$ cat src/rtl/audio_playback_ctrl_pkg.sv
// Shared types and constants for the audio playback sequencer.
// Holds the FSM encoding, word/sample layout and region bound.
package audio_playback_ctrl_pkg;

  localparam int          WORD_W          = 32;
  localparam int          SAMPLE_BYTE_MSB = 15;
  localparam int          SAMPLE_BYTE_LSB = 8;
  localparam logic [22:0] ADDR_MAX_DEF    = 23'h7FFFF;

  typedef enum logic [2:0] {
    ST_IDLE,
    ST_REQ,
    ST_WAIT_DATA,
    ST_WAIT_T0,
    ST_WAIT_T1,
    ST_NEXT
  } state_t;

  // Upper byte of a signed 16-bit sample drives the 8-bit output.
  function automatic logic [7:0] sample_byte(input logic [15:0] s);
    return s[SAMPLE_BYTE_MSB:SAMPLE_BYTE_LSB];
  endfunction

endpackage

$ cat src/rtl/audio_tick_gen.sv
// Free-running sample-rate tick: one pulse every clk_div+1 cycles.
// Tick is registered, so a divider drop below the count fires next cycle.
module audio_tick_gen
  import audio_playback_ctrl_pkg::*;
#(
  parameter int DIV_W = 32
) (
  input  logic             clk,
  input  logic             reset,
  input  logic [DIV_W-1:0] clk_div,
  output logic             tick
);

  logic [DIV_W-1:0] r_count;
  logic             r_tick;
  logic             w_hit;

  assign w_hit = (r_count >= clk_div);

  always_ff @(posedge clk or posedge reset) begin
    if (reset) begin
      r_count <= '0;
      r_tick  <= 1'b0;
    end else begin
      r_tick  <= w_hit;
      r_count <= w_hit ? '0 : r_count + DIV_W'(1);
    end
  end

  assign tick = r_tick;

endmodule

$ cat src/rtl/audio_playback_ctrl.sv
// Flash-backed audio sample sequencer: fetches 32-bit words and
// emits their two sample bytes forward or backward on a rate tick.
module audio_playback_ctrl
  import audio_playback_ctrl_pkg::*;
#(
  parameter int                ADDR_W   = 23,
  parameter logic [ADDR_W-1:0] ADDR_MAX = ADDR_W'(ADDR_MAX_DEF),
  parameter int                DIV_W    = 32
) (
  input  logic              clk,
  input  logic              reset,
  input  logic              play,
  input  logic              dir_fwd,
  input  logic              restart,
  input  logic [DIV_W-1:0]  clk_div,
  output logic              flash_read,
  output logic [ADDR_W-1:0] flash_address,
  input  logic              flash_waitrequest,
  input  logic [WORD_W-1:0] flash_readdata,
  input  logic              flash_readdatavalid,
  output logic [7:0]        audio_data,
  output logic              audio_valid,
  output logic              addr_wrap
);

  state_t              r_state, w_state;
  logic [ADDR_W-1:0]   r_addr, w_addr;
  logic [WORD_W-1:0]   r_word, w_word;
  logic                r_fwd, w_fwd;
  logic                r_pend, w_pend;
  logic [7:0]          r_audio, w_audio;
  logic                r_valid, w_valid;
  logic                r_wrap, w_wrap;
  logic                w_tick;
  logic                w_go;
  logic [ADDR_W-1:0]   w_rst_addr;
  logic [15:0]         w_first, w_second;

  audio_tick_gen #(.DIV_W(DIV_W)) u_tick (
    .clk     (clk),
    .reset   (reset),
    .clk_div (clk_div),
    .tick    (w_tick)
  );

  assign w_go       = w_tick & play;
  assign w_rst_addr = dir_fwd ? '0 : ADDR_MAX;
  assign w_first    = r_fwd ? r_word[15:0]  : r_word[31:16];
  assign w_second   = r_fwd ? r_word[31:16] : r_word[15:0];

  always_ff @(posedge clk or posedge reset) begin
    if (reset) begin
      r_state <= ST_IDLE;
      r_addr  <= '0;
      r_word  <= '0;
      r_fwd   <= 1'b1;
      r_pend  <= 1'b0;
      r_audio <= '0;
      r_valid <= 1'b0;
      r_wrap  <= 1'b0;
    end else begin
      r_state <= w_state;
      r_addr  <= w_addr;
      r_word  <= w_word;
      r_fwd   <= w_fwd;
      r_pend  <= w_pend;
      r_audio <= w_audio;
      r_valid <= w_valid;
      r_wrap  <= w_wrap;
    end
  end

  always_comb begin
    w_state = r_state;
    w_addr  = r_addr;
    w_word  = r_word;
    w_fwd   = r_fwd;
    w_pend  = r_pend;
    w_audio = r_audio;
    w_valid = 1'b0;
    w_wrap  = 1'b0;
    unique case (r_state)
      ST_IDLE: begin
        if (restart) begin
          w_addr = w_rst_addr;
        end else if (play) begin
          w_state = ST_REQ;
        end
      end
      ST_REQ: begin
        // A read in flight is never abandoned; restart waits for the data.
        if (restart) w_pend = 1'b1;
        if (!flash_waitrequest) w_state = ST_WAIT_DATA;
      end
      ST_WAIT_DATA: begin
        if (flash_readdatavalid) begin
          if (r_pend || restart) begin
            w_addr  = w_rst_addr;
            w_pend  = 1'b0;
            w_state = ST_IDLE;
          end else begin
            w_word  = flash_readdata;
            w_fwd   = dir_fwd;
            w_state = ST_WAIT_T0;
          end
        end else if (restart) begin
          w_pend = 1'b1;
        end
      end
      ST_WAIT_T0: begin
        if (restart) begin
          w_addr  = w_rst_addr;
          w_state = ST_IDLE;
        end else if (w_go) begin
          w_audio = sample_byte(w_first);
          w_valid = 1'b1;
          w_state = ST_WAIT_T1;
        end
      end
      ST_WAIT_T1: begin
        if (restart) begin
          w_addr  = w_rst_addr;
          w_state = ST_IDLE;
        end else if (w_go) begin
          w_audio = sample_byte(w_second);
          w_valid = 1'b1;
          w_state = ST_NEXT;
        end
      end
      ST_NEXT: begin
        if (restart) begin
          w_addr  = w_rst_addr;
          w_state = ST_IDLE;
        end else begin
          if (dir_fwd) begin
            if (r_addr >= ADDR_MAX) begin
              w_addr = '0;
              w_wrap = 1'b1;
            end else begin
              w_addr = r_addr + ADDR_W'(1);
            end
          end else begin
            if (r_addr == '0) begin
              w_addr = ADDR_MAX;
              w_wrap = 1'b1;
            end else begin
              w_addr = r_addr - ADDR_W'(1);
            end
          end
          w_state = play ? ST_REQ : ST_IDLE;
        end
      end
      default: w_state = ST_IDLE;
    endcase
  end

  assign flash_read    = (r_state == ST_REQ);
  assign flash_address = r_addr;
  assign audio_data    = r_audio;
  assign audio_valid   = r_valid;
  assign addr_wrap     = r_wrap;

endmodule

$ cat config.mk
export PLATFORM = sky130hd
export DESIGN_NAME = audio_playback_ctrl
export DESIGN_NICKNAME = d
export VERILOG_FILES = /design/src/rtl/audio_playback_ctrl_pkg.sv /design/src/rtl/audio_tick_gen.sv /design/src/rtl/audio_playback_ctrl.sv
export SDC_FILE = /design/constraint.sdc
export NUM_CORES = 1
export LEC_CHECK = 0
export BUFFER_PORTS_ARGS = -buffer_cell sky130_fd_sc_hd__clkbuf_2
export CORE_MARGIN = 10
export CORE_UTILIZATION = 47
export DETAILED_ROUTE_END_ITERATION = 12
export GPL_ROUTABILITY_DRIVEN = 0
export GPL_TIMING_DRIVEN = 1
export PLACE_DENSITY = 0.69
export SLEW_MARGIN = 20
export SYNTH_ARGS = -nofsm -noshare
export SYNTH_HDL_FRONTEND = slang
export SYNTH_SLANG_ARGS = --single-unit
$ cat constraint.sdc
create_clock -name clk -period 3.29 [get_ports clk]
set_clock_uncertainty 0.2 [all_clocks]
set_input_delay 0.329 -clock clk [delete_from_list [all_inputs] [get_ports clk]]
set_output_delay 0.329 -clock clk [all_outputs]
set_load 0.02 [all_outputs]
After elaboration in Yosys (flattened, before gate mapping)
Index checks and enable logic that the tools add are counted.

Register bits after elaboration: 103. Bits of input ports: 71. Output and inout bits: 34. Logic and storage cells: 89.

Add/sub/neg operators: 3. Magnitude comparators: 2. Equality and inequality tests: 18. Mux-type cells: 41. Bitwise logic cells: 2. Reduce and logical (&&, ||, !) cells: 13.

Operators with widths (count): $mux W23 (7); $pmux W23 S3 (1); $add A32 B1 Y32 const B (1); $ge A32 B32 Y1 (1); $mux W16 (2); $mux W32 (1); $mux W8 (4); $mux W3 (8); $add A23 B1 Y23 const B (1); $ge A23 B19 Y1 const B (1); $logic_not A23 Y1 (1); $sub A23 B1 Y23 const B (1); $mux W19 (1); $ne A2 B2 Y1 const B (9); $pmux W3 S6 (1); $pmux W8 S2 (1); $mux W1 (13); $ne A3 B3 Y1 const B (3); $eq A3 B2 Y1 const B (2); $eq A3 B3 Y1 const B (2); $reduce_and A6 Y1 (1); $reduce_and A5 Y1 (1); $reduce_and A4 Y1 (1); $reduce_bool A2 Y1 (2); other kinds (13) (13).

Longest topological paths before layout
Gate-level depths: netlist (run 1).

Depth in word-level cells: 5. Gate-level depth with buffers: 9. Mapped depth without buffers: 8.

Hierarchy
A second synthesis (run 1) with hierarchy kept.

Cell total of the unflattened synthesis: 664. Area, all modules: 6090.8 um2.

Modules (own cells, without submodules): audio_playback_ctrl (instances 1, cells each 384, area an instance 3442.1 um2, sequential area each 1352.5 um2); audio_tick_gen (instances 1, cells each 280, area an instance 2648.8 um2, sequential area each 825.8 um2).

Worst setup path after synthesis (run 1)
Ideal clock, no wire load.

Kind: register -> register. Start point: register r_addr[12] (netlist: flash_address[12]). End point: register r_addr[20] (netlist: flash_address[20]). Setup time: 121 ps. Data arrival time: 2294 ps. Required time: 2969 ps. Path slack: 675 ps. Stages on the path, launching flop included: 8. Buffers on the path: 1. Period minus slack after synthesis: 2615 ps. Cell sequence: dfrtp_1 > buf_6 > or4_4 > or3_4 > or4_4 > nor2_1 > o21ai_1 > a22o_1.

Cells in the longest elaborated chain, start to end: 5. Elaborated cells on any way between the ends: 9. Those cells by class: add/sub: 2; order compare: 1; mux: 5; reduce/logical: 1.

RTL lines: start, declared (line audio_playback_ctrl.sv:27) `logic [ADDR_W-1:0] r_addr, w_addr;`; start signal, assigned (line audio_playback_ctrl.sv:63) `r_addr <= w_addr;`; $sub A23 B1 Y23 (tied with other cells) (line audio_playback_ctrl.sv:147) `w_addr = r_addr - ADDR_W'(1);`; $mux W23, on equally long branches (line audio_playback_ctrl.sv:143, audio_playback_ctrl.sv:136); $mux W23 * (line audio_playback_ctrl.sv:135) `if (dir_fwd) begin`; $mux W23 * (line audio_playback_ctrl.sv:131) `if (restart) begin`; $pmux W23 S3 * (line audio_playback_ctrl.sv:82) `unique case (r_state)`.

Mark *: on every way between the ends. The rest lies on a longest branch, timed or not. A chain may end at the register's enable or synchronous reset.

Worst setup path after layout (run 1)
Start point: register r_addr[13] (netlist: flash_address[13]). End point: register r_addr[19] (netlist: flash_address[19]).

Same word-level chain as after synthesis.

==> results by group, run 1 <==
Run status
  • Status: completed

Global routing
  • Via count of the first global-routing pass: 5028
  • Final global-route overflow total: 0
  • Overall fraction of global-route tracks in use: 17.5%
  • Pin count of the biggest net entering global routing: 60
  • Antenna violations before repair: 0
  • Wire length of the first global-routing pass: 24.1 mm

STA
  • Clock period minus final worst setup slack: 2810 ps
  • Setup violators final: 0
  • Slew of the pin with the lowest slew margin: 855 ps
  • Highest achievable clock rate: 356 MHz
  • Setup repair after global routing missed its margin: no
  • Final Max Slew Viols: 0
  • Slew margin rel.: 42.8%
  • Fin. Hold Viols: 0
  • Period utilisation layout: 85.5%
  • Setup TNS: 0 ps

Worst setup path
  • Worst EP required: 3330 ps
  • Arrival time at the worst endpoint: 2850 ps
  • Most common cell type on the critical path: sky130_fd_sc_hd__o21ai_0
  • CP top delay family: simple AND/OR/NAND/NOR gates
  • Slowest cell delay on critical path: 680 ps
  • Type of destination of the critical path: flop
  • Biggest fanout along the worst timing path: 12
  • Worst-path cell chain: or4_4 > or3_4 > nor4_1 > nor3_1 > o21ai_0 > o21ai_0
  • CP Class: flop to flop
  • Startpoint type of the worst setup path: flop
  • Critical-path cell with the highest stage delay: sky130_fd_sc_hd__nor4_1
  • Sum of buffers and inverters on the critical path: 0

Die
  • Number of core rows: 39
  • Ports: 105
  • Horizontal extent of the die: 130 um
  • Starting density of the core: 48.6%
  • Total die area: 16800 um^2
  • Die height: 130 um
  • Core outline area: 11600 um^2

Final layout
  • FILL cells: 1043
  • Layout Nets: 823
  • Area Overhead vs Synth: 16.2%
  • Final core area utilization: 56.5%
  • Share of layout cells above drive strength 1: 19.7%
  • Antenna diode count: 0

Placed design
  • DPL Wire Length: 10.5 mm
  • Port buffer count: 88

Clocking
  • CTS tree: built
  • Clock transition at the registers of the reported paths: 70 ps
  • Max clock buf depth: 2
  • Root Buffer Master: sky130_fd_sc_hd__clkbuf_16
  • TritonCTS Buffers: 9
  • CTS H-tree lvls: 3
  • Sink count of the clock tree: 87
  • Worst-skew pair later-pin latency: 350 ps

Route
  • Antenna viol nets, final: 0
  • Via density per instance: 5.90
  • Routed vias: 5101
  • Routed length per instance: 16.6 um
  • Router iterations before antenna repair: 5
  • First DRT Iteration DRCs: 392
  • Overall routed net length: 14.3 mm
  • Post-route DRC violation count: 0

Yosys
  • Post-synthesis sequential area ratio: 38.6%
  • Fraction of registers with async set/reset: 100%
  • Post-Syn Instances: 634
  • EDFF count, synth: 0
  • Number of synthesized register bits: 87
  • Syn nets: 741
  • Most frequently used flop master after synthesis: sky130_fd_sc_hd__dfrtp_1
  • Post-Syn Area: 5650 um^2
  • Synth Warn #: 0
  • Count of distinct cell types in the synthesized netlist: 66
  • Average cell area after synthesis: 8.91 um^2

Pwr
  • Power Density: 613 nW/um^2
  • Highest ir drop seen on vdd: 0.000443 V
  • Leak Pwr: 3.27 nW

Job
  • Max-cap check violation count: 0

Min path
  • Hold Crit Class: input port to flop
[layout by cell type (no fill, tap or decap), drive strengths merged, types with 6 or more instances in the layout]
cell and instances:
clkbuf 98, dfrtp 86, nor2 67, inv 46, nand2 38, o21ai 37
ha 36, xor2 33, a21oi 31, nand3 30, and3 22, nor3 18
mux2 17, nand4 16, buf 12, mux2i 11, xnor2 10, a31oi 9
nor4 8, or3 7, nand2b 6, nor3b 6
[Yosys cell counts (all sizes together) (3+ instances only)]
library cell / instances / area (um^2)
dfrtp: 86 / 2150
nor2: 67 / 251
nor4: 8 / 56.3
or3: 7 / 50.1
inv: 42 / 158
o21bai: 3 / 22.5
a31oi: 9 / 56.3
nand2: 38 / 143
nand2b: 6 / 37.5
buf: 9 / 56.3
mux2i: 11 / 110
nand3: 30 / 150
nor3b: 6 / 45.0
a211oi: 4 / 30.0
o21ai: 37 / 185
clkbuf: 24 / 91.3
a21oi: 31 / 155
or4: 4 / 37.5
nor2b: 5 / 31.3
and3: 22 / 138
xnor2: 10 / 87.6
xor2: 33 / 289
o21a: 4 / 30.0
nand4: 16 / 100
o22ai: 4 / 25.0
ha: 36 / 450
mux2: 17 / 191
nor3: 18 / 90.1
o211ai: 4 / 30.0
a21o: 5 / 37.5
[flip-flops by register name (all words and copies together), names as in the netlist]
| name | flops |
|---|---|
| r_word | 16 |
| r_fwd | 1 |
| audio_valid | 1 |
| audio_data | 8 |
| flash_address | 23 |
| u_tick.tick | 1 |
| r_pend | 1 |
| addr_wrap | 1 |
| u_tick.r_count | 32 |
| r_state | 3 |
[timing repair]
| item | CTS | global route |
|---|---|---|
| resized for setup | 0 | 0 |
| endpoints found under the hold margin | 3 | 56 |
| buffers inserted | 0 | 0 |
| hold buffers | 3 | 1 |
[cell type report]
cell class	instances	area [um^2]	area share (%)
Clock buffer	10	229	3.49
Clock inverter	6	72.6	1.11
Inverter	42	160	2.44
Multi-Input combinational cell	472	3170	48.3
Sequential cell	87	2180	33.2
Tap cell	143	179	2.73
Timing Repair Buffer	104	571	8.70
[kinds of logic after synthesis]
| group | share of synthesized area [%] |
|---|---|
| AND/OR/NAND/NOR | 21.0 |
| AO/OA/AOI/OAI | 15.0 |
| flip-flops | 38.6 |
| buffers and inverters | 5.41 |
| XOR/XNOR | 6.67 |
| adder cells (fa/ha/maj) | 7.98 |
| multiplexers | 5.34 |
[routing by layer]
metal	routed length, um	vias up	GRT usage, %
li1	-	2442	-
met1	6180	2490	21.6
met2	6980	156	28.9
met3	1020	13	5.18
met4	165	0	5.16
met5	0	-	0
[metrics by stage]
step	setup WS (ps)	instances	hold slack, ps	instance area (um^2)	total power [mW]
floorplan	512	634	274	5650	2.59
global placement	615	844	287	6220	2.92
detailed placement	512	844	294	6220	2.98
CTS	511	863	0.873	6550	4.04
global route	294	864	3.64	6560	4.29
finish	478	864	8.39	6560	4.02
[worst reg2reg max path, delay by kind of cell, from the launching register on]
family / cells / cell delay (ps)
flip-flops: 1 / 520
AND/OR/NAND/NOR: 4 / 1740
AO/OA/AOI/OAI: 2 / 250
[report_power, final]
group	leakage (nW)	total, mW	switching (mW)	internal [mW]
clock network	0.144	1.05	0.452	0.600
logic	1.99	1.31	0.741	0.568
registers	1.14	1.66	0.371	1.29
[worst paths after layout]
kind                                    startpoint                 to  slack [ps]  cells after the start
worst max-delay path             flash_address[13]  flash_address[19]         480                      6
worst min-delay path            flash_readdata[11]         r_word[11]           8                      2
worst max register to register   flash_address[13]  flash_address[19]         480                      6
worst min register to register          r_word[25]         r_word[25]         310                      1
max in group asynchronous                    reset          addr_wrap        1720                      4
min in group asynchronous                    reset   flash_address[5]         470                      3
Note: power is estimated with default switching activity, not from simulation.
==> run 2, diff against run 1 <==
--- a/config.mk
+++ b/config.mk
@@ -8,6 +8,7 @@
 export BUFFER_PORTS_ARGS = -buffer_cell sky130_fd_sc_hd__clkbuf_2
 export CORE_MARGIN = 10
 export CORE_UTILIZATION = 47
+export CTS_BUF_LIST = sky130_fd_sc_hd__clkbuf_4
 export DETAILED_ROUTE_END_ITERATION = 12
 export GPL_ROUTABILITY_DRIVEN = 0
 export GPL_TIMING_DRIVEN = 1
==> run 2 against run 1 <==
Combinational power about the same. Utilization down 0.12 points. Sequential share of layout area up 0.070 points. Wire length increased by 0.21%. Largest power group unchanged. Flip-flop and latch count did not move. Cell count grew 1.6%. Highest routed layer unchanged. Global-route usage fell by 0.077 points. Critical endpoint unchanged.
==> results by group, run 2 (synthesis results as in run 1) <==
Run status
  • Status: completed

Route
  • Total length of routed met2 wires: 6.95 mm
  • First DRT Iteration DRCs: 375
  • Overall routed net length: 14.4 mm
  • Routed met1 length: 6.19 mm
  • Routed vias: 5146
  • Post-route DRC violation count: 0
  • Top routing layer in use: met4
  • Via density per instance: 5.86
  • Router iterations before antenna repair: 5
  • WL met3: 980 um
  • Routed length per instance: 16.4 um
  • Antenna viol nets, final: 0

Final layout
  • Final non-filler cell total: 878
  • Antenna diode count: 0
  • Final core area utilization: 56.4%
  • Layout Nets: 837
  • Area Overhead vs Synth: 15.9%
  • Leading cell type in the layout, fill and taps excluded: sky130_fd_sc_hd__clkbuf_2
  • Register with the most flip-flops: u_tick.r_count
  • FF/Latch Area: 2180 um^2
  • Commonest cells after routing, fill and taps aside: 88 x sky130_fd_sc_hd__clkbuf_2, 86 x sky130_fd_sc_hd__dfrtp_1, 67 x sky130_fd_sc_hd__nor2_1, 41 x sky130_fd_sc_hd__inv_1, 38 x sky130_fd_sc_hd__nand2_1
  • Area of the multi-input gates: 3170 um^2
  • Largest register FFs: 32
  • FILL cells: 1046
  • Share of layout cells above drive strength 1: 19.5%

Worst setup path
  • Biggest fanout along the worst timing path: 12
  • Type of destination of the critical path: flop
  • CP Class: flop to flop
  • Slowest cell delay on critical path: 690 ps
  • Startpoint type of the worst setup path: flop
  • Worst EP required: 3470 ps
  • Critical-path cell with the highest stage delay: sky130_fd_sc_hd__nor4_1
  • Most common cell type on the critical path: sky130_fd_sc_hd__o21ai_0
  • Worst-path cell chain: or4_4 > or3_4 > nor4_1 > nor3_1 > o21ai_0 > o21ai_0
  • Arrival time at the worst endpoint: 2990 ps

Pwr
  • Leak Pwr: 3.26 nW
  • Highest ir drop seen on vdd: 0.000382 V
  • Power Density: 554 nW/um^2
  • Overall power after layout: 3.63 mW

Placed design
  • DPL Wire Length: 10.5 mm
  • Setup Slack @ Placement: 512 ps
  • Count of placed standard cells including taps: 844
  • Port buffer count: 88

Clocking
  • CTS tree: built
  • Clock transition at the registers of the reported paths: 170 ps
  • Root Buffer Master: sky130_fd_sc_hd__clkbuf_4
  • Post-CTS setup-driven buffer insertion count: 0
  • Worst-skew pair later-pin latency: 470 ps
  • TritonCTS Buffers: 9
  • Quantity of gates resized following cts: 0
  • CTS H-tree lvls: 3
  • Max clock buf depth: 2
  • Sink count of the clock tree: 87

STA
  • Slew of the pin with the lowest slew margin: 852 ps
  • Setup repair after global routing missed its margin: no
  • Highest achievable clock rate: 356 MHz
  • Fin. Hold Viols: 0
  • Setup violators final: 0
  • Final Max Slew Viols: 0
  • Setup TNS: 0 ps
  • Setup slack after layout: 482 ps
  • Clock period minus final worst setup slack: 2810 ps
  • Slew margin rel.: 43.0%
  • Period utilisation layout: 85.4%

Die
  • Die height: 130 um
  • Total die area: 16800 um^2
  • Starting density of the core: 48.6%
  • Ports: 105
  • Number of core rows: 39
  • Core outline area: 11600 um^2
  • Horizontal extent of the die: 130 um

Global routing
  • Antenna violations before repair: 0
  • Final global-route overflow total: 0
  • Overall fraction of global-route tracks in use: 17.4%
  • Pin count of the biggest net entering global routing: 60
  • Via count of the first global-routing pass: 5096
  • Wire length of the first global-routing pass: 24.2 mm

Job
  • Max-cap check violation count: 0

Min path
  • Hold Crit Class: input port to flop
==> run 2: worst max-delay path: cells and delay by family (launching register included) <==
kind	cells	cell delay [ps]
compound gates	2	250
flops	1	540
simple gates	4	1730
==> run 2: metal layers <==
metal  GRT usage [%]  vias up
li1                -     2471
met1            21.7     2499
met2            28.9      153
met3            4.49       23
met4            5.62        0
met5               0        -
==> run 2: what timing repair did <==
item,CTS,global route
hold endpoints to repair,73,0
endpoints found under the setup margin,0,0
hold buffers,18,0
==> run 2: cell type report <==
type,instances,share of cell area (%)
Sequential cell,87,33.3
Timing Repair Buffer,118,10.9
Multi-Input combinational cell,472,48.4
Tap cell,143,2.73
Clock inverter,6,1.11
Inverter,42,2.45
Clock buffer,10,1.15
==> run 2: worst paths after layout <==
check                                     from           endpoint  slack [ps]  depth (start not counted)
min                        flash_readdatavalid             r_pend          70                          4
min in group asynchronous                reset   flash_address[5]         320                          3
min reg2reg                         r_word[25]         r_word[25]         320                          1
max reg2reg                  flash_address[13]  flash_address[19]         480                          6
max in group asynchronous                reset          addr_wrap        1850                          4
max                          flash_address[13]  flash_address[19]         480                          6
==> run 2: metrics by stage <==
| stage | area [um^2] | hold WS (ps) |
|---|---|---|
| 4_1_cts | 6550 | 22.7 |
| 6_report | 6550 | 67.1 |
| 3_3_place_gp | 6220 | 287 |
| 3_5_place_dp | 6220 | 294 |
| 5_1_grt | 6550 | 64.8 |
| 2_1_floorplan | 5650 | 274 |
==> run 2: power by group <==
group	internal, mW	total, mW	switching, mW	leakage [nW]
logic	0.578	1.32	0.738	2.04
registers	1.29	1.66	0.370	1.14
clock network	0.251	0.652	0.401	0.0784
